`src/rtl/alu_commit_stage.sv`:
```
// Commit stage behind the ALU: holds up to two pending results, retires them in order
// into the register file / flags register, and forwards pending values to the read ports.
package alu_commit_pkg;
    typedef struct packed {
        logic Carry;
        logic Zero;
        logic Negative;
        logic Overflow;
        logic Parity;
    } sFlags;
endpackage

module alu_commit_stage
    import alu_commit_pkg::*;
#(
    parameter int DataWidth    = 16,
    parameter int RegAddrWidth = 3,
    parameter int Depth        = 2
) (
    input  logic                    Clock,
    input  logic                    Reset,
    input  logic                    InValid,
    output logic                    InReady,
    input  logic [RegAddrWidth-1:0] InDestIdx,
    input  logic [DataWidth-1:0]    InResult,
    input  sFlags                   InFlags,
    input  logic                    InWriteReg,
    input  logic                    InWriteFlags,
    input  logic                    CommitEnable,
    input  logic [RegAddrWidth-1:0] SrcIdx,
    input  logic [RegAddrWidth-1:0] DestIdx,
    output logic [DataWidth-1:0]    SrcData,
    output logic [DataWidth-1:0]    DestData,
    output sFlags                   CurFlags,
    output logic [1:0]              PendingCount
);

    localparam int RegCount = 2 ** RegAddrWidth;

    typedef struct packed {
        logic [RegAddrWidth-1:0] idx;
        logic [DataWidth-1:0]    result;
        sFlags                   flags;
        logic                    wr_reg;
        logic                    wr_flags;
    } entry_t;

    // pend[0] is always the oldest entry, pend[1] the youngest when count == 2
    entry_t                 pend [Depth];
    logic [1:0]             count;
    logic [DataWidth-1:0]   regfile [RegCount];
    sFlags                  flags_reg;

    logic                   accept;
    logic                   commit;
    logic                   wpos;
    entry_t                 in_entry;

    assign InReady      = (count < 2'd2);
    assign PendingCount = count;
    assign accept       = InValid && InReady;
    assign commit       = CommitEnable && (count != 2'd0);

    always_comb begin
        in_entry          = '0;
        in_entry.idx      = InDestIdx;
        in_entry.result   = InResult;
        in_entry.flags    = InFlags;
        in_entry.wr_reg   = InWriteReg;
        in_entry.wr_flags = InWriteFlags;
        // slot for the new entry accounts for the shift caused by a same-edge commit
        wpos = commit ? (count == 2'd2) : (count == 2'd1);
    end

    always_ff @(posedge Clock) begin
        if (Reset) begin
            count     <= '0;
            flags_reg <= '0;
            for (int unsigned i = 0; i < RegCount; i++) regfile[i] <= '0;
            for (int unsigned i = 0; i < Depth; i++)    pend[i]    <= '0;
        end else begin
            if (commit) begin
                if (pend[0].wr_reg)   regfile[pend[0].idx] <= pend[0].result;
                if (pend[0].wr_flags) flags_reg            <= pend[0].flags;
                pend[0] <= pend[1];
            end
            if (accept) pend[wpos] <= in_entry;
            count <= count + {1'b0, accept} - {1'b0, commit};
        end
    end

    logic [RegAddrWidth-1:0] rd_idx  [2];
    logic [DataWidth-1:0]    rd_data [2];

    assign rd_idx[0] = SrcIdx;
    assign rd_idx[1] = DestIdx;
    assign SrcData   = rd_data[0];
    assign DestData  = rd_data[1];

    always_comb begin
        for (int unsigned p = 0; p < 2; p++) begin
            rd_data[p] = regfile[rd_idx[p]];
            if (count == 2'd2 && pend[1].wr_reg && pend[1].idx == rd_idx[p])
                rd_data[p] = pend[1].result;
            else if (count != 2'd0 && pend[0].wr_reg && pend[0].idx == rd_idx[p])
                rd_data[p] = pend[0].result;
        end
    end

    always_comb begin
        CurFlags = flags_reg;
        if (count == 2'd2 && pend[1].wr_flags)
            CurFlags = pend[1].flags;
        else if (count != 2'd0 && pend[0].wr_flags)
            CurFlags = pend[0].flags;
    end

endmodule

```
`config.mk`:
```
export PLATFORM = sky130hd
export DESIGN_NAME = alu_commit_stage
export DESIGN_NICKNAME = d
export VERILOG_FILES = /design/src/rtl/alu_commit_stage.sv
export SDC_FILE = /design/constraint.sdc
export NUM_CORES = 1
export LEC_CHECK = 0
export BUFFER_PORTS_ARGS = -buffer_cell sky130_fd_sc_hd__buf_2
export CAP_MARGIN = 5
export CORE_ASPECT_RATIO = 1.75
export CORE_MARGIN = 2
export CORE_UTILIZATION = 50
export CTS_CLUSTER_SIZE = 20
export DETAILED_ROUTE_END_ITERATION = 8
export PLACE_DENSITY = 0.82
export SYNTH_ARGS = -nofsm -noshare
export SYNTH_HDL_FRONTEND = slang
export SYNTH_SLANG_ARGS = --single-unit
```
`constraint.sdc`:
```
create_clock -name Clock -period 2.2 [get_ports Clock]
set_clock_uncertainty 0.05 [all_clocks]
set_input_delay 0.22 -clock Clock [delete_from_list [all_inputs] [get_ports Clock]]
set_output_delay 0.22 -clock Clock [all_outputs]
set_load 0.01 [all_outputs]
```
==> impl_metrics.json, run 1 <==
{
  "status": "finished, violations left",
  "violations": "setup timing",
  "netlist_area_mm2": 0.01016,
  "drt-total-wl_um": 27030,
  "drtIter0Drc": 729,
  "synth_xor_area_share_pct": 1.195,
  "hold_ws_ns": 0.02309,
  "hold_viol_final": 0,
  "synth_nets": 789,
  "largest_reg_flops": 128,
  "rows": 69,
  "post-route-period-util_pct": 115.9,
  "antenna_found_initial": 0,
  "root_buffer": "clkbuf_16",
  "num_vias": 6930,
  "tritoncts": "built",
  "grt_max_degree": 41,
  "relSlewSlack_pct": 25.48,
  "drc": 0,
  "synth_compound_area_share_pct": 3.622,
  "grt_pass1_wl_um": 39310,
  "startpoint_type": "flip-flop",
  "synth_most_common_cell": "edfxtp_1",
  "fmax_mhz": 392.2,
  "async_flop_share_pct": 0,
  "die_w_um": 111.7,
  "seq_area_frac_synth_pct": 54.60,
  "crit_path_end_kind": "output pin",
  "synth_fa_ha_area_share_pct": 0.1232,
  "yosysTopAreaCellShare_pct": 53.22,
  "area_growth_pct": 18.32,
  "slew_violations": 0,
  "static-leakage-power_nw": 4.491,
  "wire_per_inst_um": 24.16,
  "period_needed_ns": 2.550,
  "ios": 76,
  "cts_buffer_depth": 2,
  "globalplace.congestion": 0.8691,
  "first_pass_iters": 6,
  "dpl.hpwl_um": 17200,
  "synth_top_area_cell": "edfxtp_1",
  "synthSimpleGateAreaFrac_pct": 15.77,
  "power_density_mw_per_mm2": 769.1,
  "synth-edff-count": 180,
  "grt_overflow": 0,
  "cap_violations": 0,
  "clock_sinks": 187,
  "hold_class": "in -> reg",
  "syn_inst": 752,
  "cts_buffers": 17,
  "critPathArrivalTime_ns": 2.28,
  "syn_avg_cell_area_um2": 13.51,
  "synthDistinctLibCells": 34,
  "ant_nets": 0,
  "place.port_buffers": 75,
  "start_util_pct": 50.49,
  "synth_top_family_by_area": "multiplexers",
  "core_area_mm2": 0.02012,
  "final_nets": 895,
  "path_max_fanout": 5,
  "drive_gt1_share_pct": 33.52,
  "n_antenna_cell": 0,
  "vias_per_cell": 6.193,
  "globalRouteTotalUtil_pct": 24.82,
  "dieArea_mm2": 0.02151,
  "first_global_vias": 6992,
  "required_ns": 1.93,
  "die_height_um": 192.5,
  "ys.flop_type": "edfxtp_1",
  "rsz0062_at_grt": "true",
  "setup_viol_count_final": 32,
  "utilization_pct": 59.74,
  "irDropWorstVdd_v": 0.0006265,
  "synth_commonest_cells": "180 x edfxtp_1, 155 x and2_1, 91 x nand2_1",
  "path_class": "reg -> out",
  "tightest_slew_ns": 1.117,
  "clkTransAtPathRegs_ns": 0.07,
  "synth.mux.area_fraction_pct": 21.88,
  "worstSkewPairLatency_ns": 0.43,
  "synthTopCellsByArea": "edfxtp_1 53%, mux4_2 14%, and2_1 9.5%",
  "yosys_register_bits": 187,
  "yosysWarnings": 0,
  "setup_ws_ns": -0.3495,
  "h-tree-depth": 4,
  "pre_cts_ws_ns": 0.06991
}
==> layout make-up <==
| class | count | area, um2 |
|---|---|---|
| clock buffer | 18 | 439.2 |
| clock inverter | 14 | 150.1 |
| fill | 1453 | 8099 |
| inverter | 2 | 7.507 |
| multi-input combinational | 512 | 4429 |
| sequential | 187 | 5548 |
| tap | 248 | 310.3 |
| timing repair buffer | 138 | 1132 |
==> power breakdown <==
group	total, mW	switching [mW]	internal [mW]
combinational	1.57	0.838	0.730
sequential	4.63	0.386	4.24
clock	3.05	1.41	1.64
==> cell usage in the layout, fill, tap and decap left out, types with 2 or more instances in the layout <==
master,Yosys,layout
mux2_2,32,32
edfxtp_1,180,180
o21ai_2,0,4
or3_1,2,2
clkinv_2,0,2
buf_12,0,19
nor2b_1,2,2
nor4_4,2,4
nor3_2,2,3
inv_6,0,5
dfxtp_1,7,5
buf_2,8,75
mux4_2,64,64
mux2i_2,0,7
mux2i_1,42,33
nand2_1,91,91
inv_8,0,3
inv_1,2,2
nand3b_1,2,2
buf_4,1,40
dfxtp_2,0,2
o21ai_1,60,56
nand2b_1,5,5
or2_1,9,9
xor2_1,12,12
o21ai_0,7,7
and2_1,155,155
mux2i_4,0,2
clkbuf_16,0,19
nor2_1,15,14
==> worst max-delay path: stages, from the launching register on <==
cell,delay [ns]
edfxtp_1,0.46
xor2_1,0.24
nor4_4,0.37
buf_4,0.19
buf_4,0.15
mux2i_1,0.23
o21ai_1,0.07
buf_2,0.13
==> timing repair <==
| item | 4_1_cts | 5_1_grt |
|---|---|---|
| resized for setup | 9 | 12 |
| hold buffers | 0 | 0 |
| gates cloned | 0 | 2 |
| setup buffers | 5 | 3 |
| pin swaps | 2 | 0 |
| endpoints found under the setup margin | 32 | 50 |
==> cells by family after synthesis <==
group	count (synthesis)
buffers and inverters	53
adder cells (fa/ha/maj)	1
XOR/XNOR	13
flip-flops	187
AND/OR/NAND/NOR	290
AO/OA/AOI/OAI	70
multiplexers	138
==> final timing paths <==
check / depth (start not counted) / endpoint / slack [ns] / from
setup / recovery: 7 / DestData[1] / -0.35 / pend[0][23]
hold / removal: 3 / pend[0][3] / 0.02 / InFlags[1]
setup reg to reg: 6 / regfile[0][13] / 0.10 / pend[0][23]
hold reg to reg: 2 / flags_reg[4] / 0.47 / flags_reg[4]
==> per-layer routing <==
| metal | wire, um | global-route usage (%) | up-vias |
|---|---|---|---|
| met5 | 0 | 0 | - |
| met4 | 1354 | 11.78 | 0 |
| met3 | 1923 | 3.423 | 99 |
| met2 | 14720 | 47.11 | 395 |
| met1 | 9034 | 27.03 | 3453 |
| li1 | - | - | 2983 |
==> per-stage QoR <==
stage | cell area (um2) | setup TNS (ns) | power [mW] | std cells
after floorplan | 10160 | 0 | 5.491 | 752
after global placement | 11230 | 0 | 6.084 | 1077
after detailed placement | 11230 | 0 | 6.137 | 1077
after CTS | 11900 | -6.617 | 9.176 | 1114
after global routing | 12020 | -10.40 | 9.518 | 1119
final | 12020 | -8.354 | 9.241 | 1119
Power figures use the tool's default switching activity.
==> inputs of run 2 (changes only) <==
--- a/config.mk
+++ b/config.mk
@@ -5,6 +5,7 @@
 export SDC_FILE = /design/constraint.sdc
 export NUM_CORES = 1
 export LEC_CHECK = 0
+export ABC_AREA = 1
 export BUFFER_PORTS_ARGS = -buffer_cell sky130_fd_sc_hd__buf_2
 export CAP_MARGIN = 5
 export CORE_ASPECT_RATIO = 1.75
==> impl_metrics.json, run 2 <==
{
  "globalplace.congestion": 0.9915,
  "wire_per_inst_um": 20.11,
  "synth_most_common_cell": "nand2_1",
  "grt_overflow": 0,
  "crit_chain": "xor2_1 > nor2_1 > nand2_2 > buf_8 > nand2_1 > o21ai_2 > buf_2",
  "rr_worst_depth": 9,
  "globalRouteTotalUtil_pct": 31.80,
  "startpoint_type": "flip-flop",
  "slew_violations": 0,
  "die_height_um": 196.7,
  "yosys_register_bits": 187,
  "irDropWorstVdd_v": 0.0007405,
  "grt_max_degree": 65,
  "synthTopCellsByArea": "edfxtp_1 51%, nand2_1 13%, nand3_1 13%",
  "place.port_buffers": 75,
  "placement.cell_area_mm2": 0.01164,
  "vias_per_cell": 5.992,
  "pre_cts_ws_ns": 0.1214,
  "crit_family": "flip-flops",
  "use_met2_pct": 54.37,
  "layout_common_cells": "369 x nand2_1, 252 x nand3_1, 196 x nor2_1",
  "hold_path.startpoint": "InResult[15]",
  "post-route-period-util_pct": 103.2,
  "clock_sinks": 187,
  "timing.rr.end": "pend[0][1]",
  "static-leakage-power_nw": 5.676,
  "syn_avg_cell_area_um2": 7.730,
  "crit_path_end_kind": "output pin",
  "grt_pass1_wl_um": 54130,
  "num_vias": 10370,
  "r2r_slack_ns": 0.23,
  "syn_inst": 1373,
  "power_mw": 10.28,
  "period_needed_ns": 2.270,
  "fill_cells": 1664,
  "hold_path_end": "pend[1][22]",
  "worstHoldPathCells": 3,
  "cts_buffer_depth": 2,
  "hold_class": "in -> reg",
  "cap_violations": 0,
  "critPathArrivalTime_ns": 2.00,
  "ant_nets": 0,
  "synth-edff-count": 180,
  "setup_viol_count_final": 16,
  "synth_commonest_cells": "379 x nand2_1, 271 x nand3_1, 205 x nor2_1",
  "setup_ws_ns": -0.07003,
  "antenna_found_initial": 0,
  "max_stage_delay_ns": 0.46,
  "postCtsHoldBufs": 0,
  "setup-tns-final_ns": -0.3566,
  "grt.met3_usage_pct": 5.843,
  "power_density_mw_per_mm2": 809.2,
  "root_buffer": "clkbuf_16",
  "violations": "setup timing",
  "worstPathBufferInverterCount": 2,
  "seq_area_frac_synth_pct": 52.25,
  "largest_reg_flops": 128,
  "status": "finished, violations left",
  "drive_gt1_share_pct": 18.19,
  "synth_top_area_cell": "edfxtp_1",
  "yosysWarnings": 0,
  "final_common_cell": "nand2_1",
  "async_flop_share_pct": 0,
  "start_util_pct": 50.91,
  "worstSkewPairLatency_ns": 0.44,
  "yosysTopAreaCellShare_pct": 50.93,
  "synthDistinctLibCells": 24,
  "ys.flop_type": "edfxtp_1",
  "drt-total-wl_um": 34810,
  "drc": 0,
  "clkTransAtPathRegs_ns": 0.07,
  "required_ns": 1.93,
  "utilization_pct": 60.97,
  "rsz0062_at_grt": "true",
  "crit_slowest_cell": "edfxtp_1",
  "dpl.hpwl_um": 23360,
  "n_antenna_cell": 0,
  "path_max_fanout": 14,
  "netlist_area_mm2": 0.01061,
  "tightest_slew_ns": 0.5140,
  "first_pass_iters": 6,
  "path_class": "reg -> out",
  "cts_buffers": 17,
  "register_area_mm2": 0.005553,
  "die_w_um": 114.1,
  "rr_startpoint": "PendingCount[1]",
  "dieArea_mm2": 0.02245,
  "ios": 76,
  "fmax_mhz": 440.5,
  "grt.busiest_layer": "met2",
  "rows": 70,
  "h-tree-depth": 4,
  "grtUsageMet1_pct": 33.35,
  "core_area_mm2": 0.02085,
  "hold_viol_final": 0,
  "final_nets": 1503,
  "synth_nets": 1410,
  "relSlewSlack_pct": 65.60,
  "first_global_vias": 10420,
  "design_area_mm2": 0.01271,
  "multi_input_area_mm2": 0.004507,
  "area_growth_pct": 19.75,
  "tritoncts": "built",
  "drtIter0Drc": 1418
}
-- run 2: changes by cell type in the layout (fill, tap and decap cells not counted), sizes merged, moves of 42 or more --
| cell | delta |
|---|---|
| and2 | -155 |
| inv | +133 |
| mux2i | -42 |
| mux4 | -64 |
| nand2 | +299 |
| nand3 | +271 |
| nor2 | +197 |
-- run 2: layer usage --
layer | vias up | share of wire [%]
li1 | 4628 | -
met1 | 4786 | 32
met2 | 716 | 51
met3 | 242 | 9.1
met4 | 0 | 8.6
met5 | - | 0
-- run 2: worst register-to-register path: stages (launching register included) --
cell     delay, ns
dfxtp_4       0.37
inv_2         0.09
nor2_2        0.05
buf_4         0.13
buf_4         0.14
o21ai_0       0.19
nand3_1       0.14
buf_4         0.29
nand3_1       0.14
o21ai_0       0.11
-- run 2: report_power, final --
| group | internal [mW] | total, mW | switching, mW | leakage [nW] |
|---|---|---|---|---|
| logic | 0.855 | 2.68 | 1.82 | 3.47 |
| clock network | 1.69 | 3.07 | 1.38 | 0.276 |
| registers | 4.28 | 4.54 | 0.255 | 1.93 |
-- run 2: how the worst max path moves through the flow --
stage / start / endpoint / slack (ns) / cells past startpoint
floorplan: PendingCount[0] / regfile[2][0] / -0.05 / 9
global placement: DestIdx[0] / DestData[4] / 0.09 / 11
detailed placement: DestIdx[0] / DestData[4] / 0.12 / 11
CTS: pend[0][1] / DestData[0] / -0.05 / 10
global route: pend[1][23] / DestData[2] / -0.11 / 8
finish: pend[1][23] / DestData[6] / -0.07 / 7
-- run 2: kinds of logic after synthesis --
| kind of cell | share of synthesized area [%] |
|---|---|
| AO/OA/AOI/OAI | 3.537 |
| XOR/XNOR | 0.5777 |
| adder cells (fa/ha/maj) | 0.1179 |
| buffers and inverters | 8.394 |
| flip-flops | 52.25 |
| AND/OR/NAND/NOR | 35.12 |
-- run 2: final cells by class --
cell class / instances / share of cell area (%)
sequential: 187 / 43.69
multi-input combinational: 958 / 35.46
timing repair buffer: 149 / 9.274
inverter: 153 / 4.568
clock buffer: 20 / 3.436
tap: 252 / 2.481
clock inverter: 12 / 1.083
-- run 2: what timing repair did --
action | CTS | global route
resized for setup | 77 | 31
endpoints found under the setup margin | 37 | 36
buffers inserted | 6 | 2
pin swaps | 13 | 9
cloned | 2 | 1
-- run 2: through the flow --
step                      hold slack, ns  cells
after floorplan                   0.3867   1373
final                            0.03291   1731
after global routing             0.04965   1731
after detailed placement          0.4083   1688
after CTS                        0.02386   1728
after global placement            0.4004   1688
